==> src/rtl/if_fetch_stage.sv <==
// ---------------------------------------------------------------------------
// if_fetch_stage
//
// Instruction fetch stage. Holds the architectural PC, returns PC+4 to the
// next-PC mux, reloads the PC from the mux output (pc_now) when a fetch
// completes, drives a req/ready instruction-memory handshake and loads the
// IF/ID pipeline register. Handles load-use stall (stall_IF) and jump/branch
// squash (redirect). Redirect takes priority over stall everywhere.
//
// Optional feature macro: FETCH_PERF_EN
//   When defined, adds the free-running performance counters fetch_cnt
//   (valid instructions written to IF/ID) and stall_cnt (cycles with
//   stall_IF=1). When undefined, those ports do not exist.
//
// Ports
//   clk         in   1   clock, rising edge
//   rst_n       in   1   synchronous reset, active-low
//   pc_now      in   32  next PC from the next-PC mux
//   redirect    in   1   jump/branch taken (squash + retarget)
//   stall_IF    in   1   hazard stall: hold IF/ID, start no new fetch
//   pc_out_IF   out  32  PC+4 (combinational) to next-PC mux
//   pc_IF       out  32  current PC register
//   imem_req    out  1   fetch request
//   imem_addr   out  32  fetch address (= pc_IF)
//   imem_ready  in   1   transfer completes when imem_req && imem_ready
//   imem_rdata  in   32  fetched instruction, valid on the ready cycle
//   inst_ID     out  32  IF/ID instruction
//   pc_ID       out  32  IF/ID PC of inst_ID
//   valid_ID    out  1   IF/ID slot holds a valid, non-squashed instruction
//   fetch_cnt   out  32  (FETCH_PERF_EN only) valid fetch count
//   stall_cnt   out  32  (FETCH_PERF_EN only) stall cycle count
// ---------------------------------------------------------------------------
module if_fetch_stage #(
    parameter logic [31:0] RESET_PC = 32'h0000_0000,
    parameter logic [31:0] NOP_INST = 32'h0000_0013
) (
    input  logic        clk,
    input  logic        rst_n,
    input  logic [31:0] pc_now,
    input  logic        redirect,
    input  logic        stall_IF,
    output logic [31:0] pc_out_IF,
    output logic [31:0] pc_IF,
    output logic        imem_req,
    output logic [31:0] imem_addr,
    input  logic        imem_ready,
    input  logic [31:0] imem_rdata,
    output logic [31:0] inst_ID,
    output logic [31:0] pc_ID,
    output logic        valid_ID
`ifdef FETCH_PERF_EN
    ,
    output logic [31:0] fetch_cnt,
    output logic [31:0] stall_cnt
`endif
);

    // IDLE : first cycle out of reset, no request
    // REQ  : request outstanding at pc_p0
    // DROP : squashed request still in flight, its data will be thrown away
    // HELD : completed instruction parked in the hold buffer during a stall
    typedef enum logic [1:0] {
        IDLE = 2'd0,
        REQ  = 2'd1,
        DROP = 2'd2,
        HELD = 2'd3
    } state_t;

    state_t      state;
    logic        req_q;
    logic [31:0] pc_p0;
    logic [31:0] target_pc_p0;
    logic [31:0] hold_inst_p1;
    logic [31:0] hold_pc_p1;
    logic [31:0] inst_p1;
    logic [31:0] pc_id_p1;
    logic        vld_p1;
    logic        fetch_fire;

    assign pc_out_IF = pc_p0 + 32'd4;
    assign pc_IF     = pc_p0;
    assign imem_addr = pc_p0;
    assign imem_req  = req_q;
    assign inst_ID   = inst_p1;
    assign pc_ID     = pc_id_p1;
    assign valid_ID  = vld_p1;

    // A valid instruction enters IF/ID either straight from memory or from
    // the hold buffer once the stall releases.
    assign fetch_fire = !redirect && !stall_IF &&
                        (((state == REQ) && imem_ready) || (state == HELD));

    // ---- stage p0 (PC / request) -> stage p1 (IF/ID register) ----
    // The hold buffer and redirect target carry no reset: their contents are
    // only read in the states that wrote them.
    always_ff @(posedge clk) begin
        if (!rst_n) begin
            state    <= IDLE;
            req_q    <= 1'b0;
            pc_p0    <= RESET_PC;
            inst_p1  <= NOP_INST;
            pc_id_p1 <= 32'd0;
            vld_p1   <= 1'b0;
        end else begin
            case (state)
                IDLE: begin
                    state <= REQ;
                    req_q <= 1'b1;
                end

                REQ: begin
                    if (imem_ready) begin
                        pc_p0 <= pc_now;
                        if (redirect) begin
                            vld_p1 <= 1'b0;
                        end else if (stall_IF) begin
                            hold_inst_p1 <= imem_rdata;
                            hold_pc_p1   <= pc_p0;
                            state        <= HELD;
                            req_q        <= 1'b0;
                        end else begin
                            inst_p1  <= imem_rdata;
                            pc_id_p1 <= pc_p0;
                            vld_p1   <= 1'b1;
                        end
                    end else if (redirect) begin
                        // Request cannot be withdrawn; let it finish and
                        // remember where to go afterwards.
                        target_pc_p0 <= pc_now;
                        state        <= DROP;
                        vld_p1       <= 1'b0;
                    end else if (!stall_IF) begin
                        vld_p1 <= 1'b0;
                    end
                end

                DROP: begin
                    vld_p1 <= 1'b0;
                    if (imem_ready) begin
                        // A redirect on the completion edge is the newest target.
                        pc_p0 <= redirect ? pc_now : target_pc_p0;
                        state <= REQ;
                    end else if (redirect) begin
                        target_pc_p0 <= pc_now;
                    end
                end

                HELD: begin
                    if (redirect) begin
                        pc_p0  <= pc_now;
                        vld_p1 <= 1'b0;
                        state  <= REQ;
                        req_q  <= 1'b1;
                    end else if (!stall_IF) begin
                        inst_p1  <= hold_inst_p1;
                        pc_id_p1 <= hold_pc_p1;
                        vld_p1   <= 1'b1;
                        state    <= REQ;
                        req_q    <= 1'b1;
                    end
                end

                default: begin
                    state <= IDLE;
                    req_q <= 1'b0;
                end
            endcase
        end
    end

`ifdef FETCH_PERF_EN
    logic [31:0] fetch_cnt_q;
    logic [31:0] stall_cnt_q;

    assign fetch_cnt = fetch_cnt_q;
    assign stall_cnt = stall_cnt_q;

    always_ff @(posedge clk) begin
        if (!rst_n) begin
            fetch_cnt_q <= 32'd0;
            stall_cnt_q <= 32'd0;
        end else begin
            if (fetch_fire) fetch_cnt_q <= fetch_cnt_q + 32'd1;
            if (stall_IF)   stall_cnt_q <= stall_cnt_q + 32'd1;
        end
    end
`else
    logic unused_fetch_fire;
    assign unused_fetch_fire = fetch_fire;
`endif

endmodule
==> config.mk <==
export PLATFORM = sky130hd
export DESIGN_NAME = if_fetch_stage
export DESIGN_NICKNAME = d
export VERILOG_FILES = /design/src/rtl/if_fetch_stage.sv
export SDC_FILE = /design/constraint.sdc
export NUM_CORES = 1
export LEC_CHECK = 0
export CELL_PAD_IN_SITES_DETAIL_PLACEMENT = 1
export CELL_PAD_IN_SITES_GLOBAL_PLACEMENT = 1
export CORE_MARGIN = 4
export CORE_UTILIZATION = 38
export CTS_CLUSTER_DIAMETER = 30
export DETAILED_ROUTE_END_ITERATION = 7
export GPL_TIMING_DRIVEN = 0
export PLACE_DENSITY_LB_ADDON = 0.1
export SLEW_MARGIN = 20
export SYNTH_ARGS = -nofsm -noshare
export SYNTH_HDL_FRONTEND = slang
export SYNTH_SLANG_ARGS = --single-unit
==> constraint.sdc <==
create_clock -name clk -period 5.9 [get_ports clk]
set_input_delay 1.18 -clock clk [delete_from_list [all_inputs] [get_ports clk]]
set_output_delay 1.18 -clock clk [all_outputs]
set_load 0.01 [all_outputs]
After elaboration in Yosys (flattened, before gate mapping)
Index checks and enable logic that the tools add are counted.
{"block": "op_classes", "add_sub_neg": 1, "multipliers": 0, "n_div": 0, "magnitude_cmp": 0, "eq_ne": 16, "shifts": 0, "mux": 37, "bitwise": 2, "reduce_logical": 12}
{"operator": "$mux W32", "n": 14}
{"operator": "$pmux W32 S2", "n": 2}
{"operator": "$pmux W32 S3", "n": 1}
{"operator": "$add A32 B3 Y32 const B", "n": 1}
{"operator": "$ne A2 B2 Y1 const B", "n": 8}
{"operator": "$reduce_and A5 Y1", "n": 3}
{"operator": "$mux W2", "n": 7}
{"operator": "$ne A3 B3 Y1 const B", "n": 4}
{"operator": "$mux W1", "n": 10}
{"operator": "$pmux W2 S4", "n": 1}
{"operator": "$pmux W1 S3", "n": 2}
{"operator": "$reduce_and A6 Y1", "n": 1}
{"operator": "$reduce_bool A3 Y1", "n": 2}
{"operator": "$eq A2 B2 Y1 const B", "n": 2}
{"operator": "$ne A4 B4 Y1 const B", "n": 1}
{"operator": "$reduce_and A4 Y1", "n": 1}
{"operator": "$reduce_and A3 Y1", "n": 1}
{"operator": "$eq A2 B1 Y1 const B", "n": 1}
{"operator": "$logic_not A2 Y1", "n": 1}
{"operator": "$not A1 Y1", "n": 2}
{"operator": "$reduce_and A2 Y1", "n": 1}
{"operator": "$reduce_bool A2 Y1", "n": 1}
{"operator": "$reduce_or A2 Y1", "n": 1}
{"block": "totals", "reg_bits": 196, "latchBits": 0, "ram_bits": 0, "romBits": 0, "input_bits": 69, "output_inout_bits": 162, "elab_cells": 77, "mem_count": 0}

Longest topological paths before layout
{"block": "logic_depth", "depth_word": 4, "ltp_mapped": 9, "mapped_depth_nobuf": 6}

Worst setup path after synthesis
Ideal clock, no wire load.
{"block": "synth_timing", "kind": "in2reg", "from": "input port rst_n", "to": "register hold_inst_p1[0] (enable)", "t_arrival_ps": 4483, "setup_slack_ps": 931, "stages": 4, "path_cell_list": "clkbuf_1 -> clkbuf_1 -> nand3_1 -> nor2_1"}
{"block": "synth_between", "elab_chain_cells": 1}
{"element": "from (decl)", "line_no": "38", "source": "input logic rst_n,"}
{"element": "$reduce_and A5 Y1 (no line)"}
{"element": "to (signal assigned)", "line_no": "117", "source": "hold_inst_p1 <= imem_rdata;"}
{"element": "to (decl)", "line_no": "73", "source": "logic [31:0] hold_inst_p1;"}
Every way passes these cells.
A chain may end at the register's enable or synchronous reset.

Worst setup path in the final report
{"block": "layout_timing", "from": "register pc_p0[2], in the netlist imem_addr[2]", "to": "output port pc_out_IF[18]"}
{"block": "layout_between", "elab_chain_cells": 1}
{"element": "from (decl)", "line_no": "71", "source": "logic [31:0] pc_p0;"}
{"element": "from (signal assigned)", "line_no": "113", "source": "pc_p0 <= pc_now;"}
{"element": "from (signal assigned)", "line_no": "141", "source": "pc_p0 <= redirect ? pc_now : target_pc_p0;"}
{"element": "from (signal assigned)", "line_no": "150", "source": "pc_p0 <= pc_now;"}
{"element": "$add A32 B3 Y32", "line_no": "80", "source": "assign pc_out_IF = pc_p0 + 32'd4;"}
{"element": "to (decl)", "line_no": "42", "source": "output logic [31:0] pc_out_IF,"}
Every way passes these cells.

==> results.yml <==
outcome:
  outcome: "finished, final reports clean"
critical_path:
  worst_ep_required_time_ns: 4.72
  cp_num_buf_inv: 1
  cp_max_fo: 8
  end_kind: "output pin"
  start_kind: "flop"
  cp_slowest_stage_delay_ns: 0.61
  critical_path.top_delay_family: "simple AND/OR/NAND/NOR gates"
  critical_path_class: "flop to output pin"
  arrival_ns: 3.04
  timing.critical_path.slowest_stage_cell: "clkdlybuf4s50_1"
  timing.critical_path.cells: "ha_1, and4_1, nor4b_4, nand3_1, xnor2_1, clkdlybuf4s50_1"
cells_and_area:
  area_growth_pct: 36.9
  nets: 1131
  regArea_mm2: 0.00488
  drive_above_1_share_pct: 14.2
  antenna_cells: 0
  fill_cells: 2548
  final_util_pct: 53.1
  multi_input_area_mm2: 0.00366
  fin_cells: 1387
  final_common_cell: "clkdlybuf4s50_1"
  final_cell_mix: "clkdlybuf4s50_1 (228), dfxtp_1 (100), edfxtp_1 (96)"
logic_synthesis:
  ys_ff_latch: 196
  syn_nets: 881
  synth-async-reset-ratio_pct: 0
  avgSynthCellArea_um2: 11.3
  yosysSeqAreaShare_pct: 53.5
  netlist-cell-type-count: 51
  synth_flop_cell: "dfxtp_1"
  netlist_area_mm2: 0.00912
  synth_enable_flop_cells: 96
  syn-instance-count: 805
  ys_warn_count: 0
clock_network:
  numCtsBuffers: 17
  cts_sinks: 196
  clock_latency_ns: 0.44
  postCtsSetupBuffers: 0
  cts_tree: "built"
  cts-resized-gates: 0
  htreeDepth: 4
  clk_pin_slew_ns: 0.08
  cts_root_buf: "clkbuf_16"
  cts_hold_buf: 0
  clk_path_buf_depth: 2
grt:
  antenna_found_initial: 0
  track_usage_pct: 20.7
  grt_pass1_vias: 7460
  grt_overflow: 0
  grt_max_degree: 27
  grt_pass1_wl_um: 42900
worst_hold_path:
  min_path_type: "flop to flop"
route:
  ant_nets: 0
  wl_met2_um: 13800
  top_layer: "met4"
  first_pass_iters: 4
  via_per_inst: 5.13
  wl_met3_um: 997
  m1WireLength_um: 12500
  vias: 7109
  drtIter0Drc: 321
  drc_errors: 0
  wl_um: 27700
  wl_per_cell_um: 20.0
die:
  dieArea_mm2: 0.0265
  core_area_mm2: 0.0235
  initial_utilization_pct: 38.7
  fp.dieW_um: 163
  die_h_um: 163
  io_pins: 231
  row_count: 56
sta:
  slew_headroom_pct: 46.9
  fin_crit_sh_pct: 71.6
  min_period_ns: 4.22
  rsz0062_at_grt: "no"
  setup_tns_ns: 0
  hold_violations: 0
  setup_viol: 0
  worstMarginPinSlew_ns: 0.796
  final.setup_skew_ns: 0.0112
  drv_slew: 0
  setup_ws_ns: 1.68
  fmax_ghz: 0.237
place:
  post-place-ws_ns: 2.09
  dp_hpwl_um: 20600
  finalWeightedCongestion: 0.774
  numPlacedInstances: 1355
  port_buffers: 228
run:
  max_cap_violations: 0
power:
  finalPower_mw: 3.94
  power_density_mw_per_mm2: 315
  ir_worst_vdd_v: 0.000168
  leakagePower_nw: 5.02
[cells in the mapped netlist (all sizes together), types with 5 or more instances]
library cell / count / share of area [%]
nand2: 47 / 1.9
ha: 7 / 0.96
a21oi: 6 / 0.33
or3: 30 / 2.1
o211a: 62 / 6.8
inv: 7 / 0.29
a21boi: 32 / 2.6
clkbuf: 31 / 1.3
o21ai: 6 / 0.37
nand3: 71 / 3.9
xnor2: 24 / 2.3
mux2: 32 / 4.0
nand4: 9 / 0.78
dfxtp: 100 / 22
mux2i: 59 / 6.5
edfxtp: 96 / 32
nor2b: 5 / 0.34
nor2: 69 / 2.9
buf: 68 / 4.8
[per-stage QoR]
step,hold slack [ns],cell area [um2]
CTS,0.497,12500
global route,0.518,12500
finish,0.499,12500
floorplan,0.495,9120
detailed placement,0.480,11900
global placement,0.471,11800
[state kept, by name (all words and copies together) (netlist names)]
name          count
state             2
imem_req          1
valid_ID          1
target_pc_p0     32
hold_pc_p1       32
hold_inst_p1     32
imem_addr        32
inst_ID          32
pc_ID            32
[kinds of logic (layout without fill, tap and decap cells)]
family	after synthesis	in the layout	synth area share (%)
xor gates and xnor gates	28	28	2.69
muxes	91	91	10.4
buffers and inverters	107	370	6.47
and+or+nand+nor	251	251	13.9
adders and majority gates	7	7	0.960
DFF	196	196	53.5
AOI/OAI and AO/OA	125	125	12.0
[where the power goes]
part / switching, mW / internal [mW] / total [mW]
Clock: 0.587 / 0.610 / 1.20
Combinational: 0.503 / 0.554 / 1.06
Sequential: 0.130 / 1.55 / 1.68
Total: 1.22 / 2.72 / 3.94
[final timing paths]
kind	from	endpoint	slack, ns	depth (start not counted)
worst min-delay path	inst_ID[12]$_SDFFE_PN0P_	inst_ID[12]$_SDFFE_PN0P_	0.50	1
worst max register to register	state[1]$_SDFFE_PN0P_	inst_ID[6]$_SDFFE_PN0P_	3.57	7
worst max-delay path	imem_addr[2]$_SDFFE_PN0P_	pc_out_IF[18]	1.68	6
worst min register to register	inst_ID[12]$_SDFFE_PN0P_	inst_ID[12]$_SDFFE_PN0P_	0.50	1
[routing by layer]
metal  track usage [%]  vias up
met4              5.41        0
met2              35.5      163
met5                 0        -
li1                  -     3415
met1              27.1     3506
met3              3.52       25
[cell type report]
type	count	share of cell area (%)
Buffer	99	4.49
Clock buffer	17	3.41
Clock inverter	15	1.43
Inverter	8	0.240
Multi-Input combinational cell	502	29.3
Sequential cell	196	39.1
Tap cell	319	3.20
Timing Repair Buffer	231	18.8
No activity file was read; power rests on OpenSTA's default activity.
